## src/rtl/fifo_pkg.sv

```systemverilog
// Shared sizing helpers for the level-tracking FIFO.
// Used by m_fifo_lvl and fifo_wrap_ptr.
package fifo_pkg;

  function automatic int lvl_width(input int depth);
    return $clog2(depth + 1);
  endfunction

  function automatic int ptr_width(input int depth);
    int w;
    w = $clog2(depth);
    return (w < 1) ? 1 : w;
  endfunction

endpackage

```

## src/rtl/fifo_wrap_ptr.sv

```systemverilog
// Modulo-DEPTH pointer counter with explicit wrap.
// Works for any DEPTH >= 2, power of two or not.
module fifo_wrap_ptr
  import fifo_pkg::*;
#(
  parameter int DEPTH = 4,
  parameter int PW    = ptr_width(DEPTH)
) (
  input  logic          clk,
  input  logic          rst_n,
  input  logic          clr,
  input  logic          inc,
  output logic [PW-1:0] ptr
);

  localparam logic [PW-1:0] LAST = PW'(DEPTH - 1);

  always_ff @(posedge clk or negedge rst_n) begin
    if (!rst_n) begin
      ptr <= '0;
    end else if (clr) begin
      ptr <= '0;
    end else if (inc) begin
      ptr <= (ptr == LAST) ? '0 : ptr + 1'b1;
    end
  end

endmodule

```

## src/rtl/m_fifo_lvl.sv

```systemverilog
// Single-clock FWFT FIFO with level, thresholds, sticky errors.
// Optional high-water mark on peak when FIFO_PEAK_EN is defined.
module m_fifo_lvl
  import fifo_pkg::*;
#(
  parameter int DWIDTH    = 40,
  parameter int DEPTH     = 4,
  parameter int AF_THRESH = DEPTH - 1,
  parameter int AE_THRESH = 1,
  parameter int LW        = lvl_width(DEPTH)
) (
  input  logic              clk,
  input  logic              rst_n,
  input  logic              clr,
  input  logic              wren,
  input  logic [DWIDTH-1:0] wd,
  input  logic              rden,
  output logic [DWIDTH-1:0] rd,
  output logic              full,
  output logic              empty,
  output logic              almost_full,
  output logic              almost_empty,
  output logic [LW-1:0]     level,
  output logic              overflow,
  output logic              underflow,
  output logic [LW-1:0]     peak
);

  localparam int PW = ptr_width(DEPTH);

  logic [DWIDTH-1:0] mem [DEPTH];
  logic [PW-1:0]     wrptr;
  logic [PW-1:0]     rdptr;
  logic [LW-1:0]     level_q;
  logic [LW-1:0]     level_nxt;
  logic              rden_eff;
  logic              push;
  logic              ovf_q;
  logic              udf_q;

  assign empty = (level_q == '0);
  assign full  = (level_q == LW'(DEPTH));

  assign almost_full  = (level_q >= LW'(AF_THRESH));
  assign almost_empty = (level_q <= LW'(AE_THRESH));

  assign level     = level_q;
  assign overflow  = ovf_q;
  assign underflow = udf_q;

  // clr blocks both strobes so pointers and memory stay put
  assign rden_eff = rden & ~empty & ~clr;
  assign push     = wren & (~full | rden_eff) & ~clr;

  assign rd = mem[rdptr];

  fifo_wrap_ptr #(
    .DEPTH (DEPTH),
    .PW    (PW)
  ) u_wrptr (
    .clk   (clk),
    .rst_n (rst_n),
    .clr   (clr),
    .inc   (push),
    .ptr   (wrptr)
  );

  fifo_wrap_ptr #(
    .DEPTH (DEPTH),
    .PW    (PW)
  ) u_rdptr (
    .clk   (clk),
    .rst_n (rst_n),
    .clr   (clr),
    .inc   (rden_eff),
    .ptr   (rdptr)
  );

  always_ff @(posedge clk) begin
    if (push) begin
      mem[wrptr] <= wd;
    end
  end

  always_comb begin
    level_nxt = level_q;
    unique case (1'b1)
      clr:                level_nxt = '0;
      push & ~rden_eff:   level_nxt = level_q + 1'b1;
      rden_eff & ~push:   level_nxt = level_q - 1'b1;
      default:            level_nxt = level_q;
    endcase
  end

  always_ff @(posedge clk or negedge rst_n) begin
    if (!rst_n) begin
      level_q <= '0;
      ovf_q   <= 1'b0;
      udf_q   <= 1'b0;
    end else if (clr) begin
      level_q <= '0;
      ovf_q   <= 1'b0;
      udf_q   <= 1'b0;
    end else begin
      level_q <= level_nxt;
      if (wren & full & ~rden_eff) ovf_q <= 1'b1;
      if (rden & empty)            udf_q <= 1'b1;
    end
  end

`ifdef FIFO_PEAK_EN
  logic [LW-1:0] peak_q;

  always_ff @(posedge clk or negedge rst_n) begin
    if (!rst_n) begin
      peak_q <= '0;
    end else if (clr) begin
      peak_q <= '0;
    end else if (level_nxt > peak_q) begin
      peak_q <= level_nxt;
    end
  end

  assign peak = peak_q;
`else
  assign peak = '0;
`endif

endmodule

```

## config.mk

```make
export PLATFORM = sky130hd
export DESIGN_NAME = m_fifo_lvl
export DESIGN_NICKNAME = d
export VERILOG_FILES = /design/src/rtl/fifo_pkg.sv /design/src/rtl/fifo_wrap_ptr.sv /design/src/rtl/m_fifo_lvl.sv
export SDC_FILE = /design/constraint.sdc
export NUM_CORES = 1
export LEC_CHECK = 0
export BUFFER_PORTS_ARGS = -buffer_cell sky130_fd_sc_hd__buf_2
export CAP_MARGIN = 20
export CORE_MARGIN = 8
export CORE_UTILIZATION = 35
export CTS_CLUSTER_DIAMETER = 200
export CTS_CLUSTER_SIZE = 20
export DETAILED_ROUTE_END_ITERATION = 6
export PLACE_DENSITY = 0.61
export SYNTH_ARGS = -nofsm -noshare
export SYNTH_HDL_FRONTEND = slang
export SYNTH_SLANG_ARGS = --single-unit
```

## constraint.sdc

```tcl
create_clock -name clk -period 5.5 [get_ports clk]
set_clock_uncertainty 0.05 [all_clocks]
set_input_delay 1.375 -clock clk [delete_from_list [all_inputs] [get_ports clk]]
set_output_delay 1.375 -clock clk [all_outputs]
set_load 0.03 [all_outputs]
```

==> impl_metrics.py <==
metrics = {
    "run_status": {
        "outcome": "complete, no violations",
    },
    "die": {
        "die_w_um": 152,
        "die_y_um": 152,
        "core_um2": 18100,
        "die-area_um2": 23100,
        "num_rows": 49,
        "start_util_pct": 35.8,
        "pin_count": 97,
    },
    "place": {
        "portBuffers": 93,
        "gp_congestion": 0.746,
        "dp_hpwl_um": 7200,
    },
    "power": {
        "power_density_nw_per_um2": 476,
        "power.leakage_nw": 2.72,
        "vdd_drop_max_mv": 0.266,
    },
    "worst_setup_path": {
        "worstPathMaxFanout": 42,
        "cp_data_required_time_ns": 4.07,
        "cp-end-kind": "primary output",
        "reg2regPathDepth": 8,
        "r2r_slack_ns": 2.78,
        "critPathKind": "reg2out",
        "crit_chain": "mux4_2 > buf_2",
        "cp.arrival_ns": 2.25,
        "critPathMaxStageDelay_ns": 0.99,
        "critPathLaunchType": "register",
        "timing.rr.end": "mem[1][1]",
        "timing.rr.start": "level[0]",
        "crit_path_top_delay_cell": "dfrtp_4",
    },
    "drt": {
        "drt-pass1-iter-count": 4,
        "drc": 0,
        "vias_per_cell": 4.76,
        "ant_nets": 0,
        "dr.first_iter.drc_count": 135,
        "vias": 3032,
        "wl_um": 12000,
        "detail_route.wl_per_cell_um": 18.8,
    },
    "cells_and_area": {
        "synthToLayoutAreaGrowth_pct": 21.0,
        "layout-drive-gt1-share_pct": 44.6,
        "multi_input_area_um2": 1330,
        "fin_nets": 449,
        "seq_area_um2": 5030,
        "num_antenna_cells": 0,
        "nFillCells": 1579,
    },
    "clock_network": {
        "cts.path.max_buffers": 2,
        "post_cts_resized": 0,
        "cts.sinks": 169,
        "cts_tree": "done",
        "hold_buffers": 0,
        "clk_latency_ns": 0.42,
        "path_clk_slew_ns": 0.06,
        "h-tree-depth": 4,
        "post-cts-setup-buffer-count": 0,
        "cts_root_buf": "clkbuf_16",
        "cts_buffers": 17,
    },
    "job": {
        "maxCapViolCount": 0,
    },
    "synthesis": {
        "post_synth.cell_area_avg_um2": 22.3,
        "yosysWarnings": 0,
        "async_flop_share_pct": 5.33,
        "syn_inst": 290,
        "synth_area_um2": 6480,
        "ys.flop_type": "edfxtp_1",
        "synth_cell_type_count": 34,
        "synth_edf_count": 160,
        "synth-seq-cells": 169,
        "yosysSeqAreaShare_pct": 77.6,
    },
    "worst_hold_path": {
        "min-delay-path-class": "reg2reg",
        "min_to": "overflow",
        "hp-start": "overflow",
        "min_path_cells": 2,
    },
    "sta": {
        "layout_min_cycle_time_ns": 3.67,
        "grt_setup_unrepaired": "false",
        "tns_ns": 0,
        "hold_viol": 0,
        "fin_hold_ws_ns": 0.448,
        "worst_pin_slew_ns": 0.861,
        "finalSetupViolations": 0,
        "period_share_pct": 66.8,
        "final_max_slew_viol_count": 0,
        "relSlewSlack_pct": 42.6,
        "max_freq_mhz": 272,
    },
    "global_route": {
        "grt_usage_pct": 10.8,
        "grt_pass1_wl_um": 18900,
        "grt_pass1_vias": 3377,
        "antenna_found_initial": 2,
        "grt-ovfl-total": 0,
        "grt_max_degree": 43,
    },
}
==> worst max-delay path, delay by kind of cell, from the launching register on <==
family | cells | cell delay [ns]
DFF | 1 | 0.99
muxes | 1 | 0.61
buffers and inverters | 1 | 0.20
==> area by class of cell <==
class / instances / share of cell area [%]
Inverter: 8 / 0.415
Tap cell: 229 / 3.66
Multi-Input combinational cell: 98 / 16.9
Timing Repair Buffer: 101 / 7.60
Clock buffer: 19 / 5.52
Sequential cell: 169 / 64.2
Clock inverter: 13 / 1.64
==> Yosys cell counts, drive strengths merged, types with 2 or more instances <==
cell type | n | area, µm²
a21oi | 6 | 30.0
and2 | 4 | 25.0
buf | 15 | 95.1
clkbuf | 2 | 7.51
dfrtp | 9 | 225
edfxtp | 160 | 4800
ha | 9 | 113
inv | 8 | 32.5
mux4 | 40 | 901
nand2 | 4 | 15.0
nand2b | 2 | 27.5
nor2 | 8 | 30.0
nor3 | 2 | 10.0
nor3b | 2 | 15.0
o21ai | 3 | 15.0
or3 | 2 | 17.5
xor2 | 2 | 17.5
==> how the worst max path moves through the flow <==
stage	cells past startpoint	endpoint	slack, ns	start
global placement	5	mem[2][21]	1.94	rden
floorplan	4	mem[3][0]	2.20	rden
CTS	2	rd[0]	1.71	u_rdptr.ptr[0]
global route	2	rd[28]	1.64	u_rdptr.ptr[0]
detailed placement	5	mem[2][21]	1.89	rden
finish	2	rd[11]	1.83	u_rdptr.ptr[0]
==> sequential cells by signal, indices dropped and copies added, names as in the netlist <==
| name | count |
|---|---|
| mem | 160 |
| level | 3 |
| u_wrptr.ptr | 2 |
| u_rdptr.ptr | 2 |
| overflow | 1 |
| underflow | 1 |
==> cells by family after synthesis <==
kind of cell,Yosys count,synth area share (%)
mux,41,14.1
buf+inv,25,2.09
compound gates,14,1.39
simple gates,28,2.63
fa+ha+maj,9,1.74
xor+xnor,3,0.406
flops,169,77.6
other cells,1,0.0579
==> report_power, final <==
group	total (mW)	switching [mW]	internal, mW
Combinational	0.978	0.581	0.397
Sequential	1.62	0.127	1.49
Clock	1.14	0.472	0.664
Total	3.73	1.18	2.55
==> placed cells by master, fill, tap and decap left out, drive strengths merged, types with 2 or more instances in the layout <==
master / count
dfrtp: 9
clkinvlp: 2
clkinv: 8
edfxtp: 160
or3: 2
nor3b: 2
o21ai: 3
and2: 4
inv: 9
nor2: 8
mux4: 40
conb: 3
buf: 101
bufinv: 2
nand2: 4
nor3: 2
a21oi: 6
clkbuf: 19
xor2: 2
ha: 9
nand2b: 2
==> routing by layer <==
metal / vias up / wire, µm / part of all wire (%) / GRT usage [%]
li1: 1389 / - / - / -
met1: 1551 / 5170 / 43 / 12.3
met2: 71 / 5970 / 50 / 17.9
met3: 17 / 589 / 4.9 / 3.91
met4: 4 / 201 / 1.7 / 5.00
met5: - / 25 / 0.21 / 0
==> per-stage QoR <==
stage	instances	instance area, µm²	setup slack (ns)	util [%]	power [mW]
2_1_floorplan	292	6490	2.20	-	2.36
3_3_place_gp	600	7170	1.94	39.6	2.63
3_5_place_dp	601	7190	1.89	39.7	2.64
4_1_cts	633	7750	1.71	42.9	3.78
5_1_grt	637	7840	1.64	43.3	3.90
6_report	637	7840	1.83	43.3	3.73
Note: power is estimated with default switching activity, not from simulation.
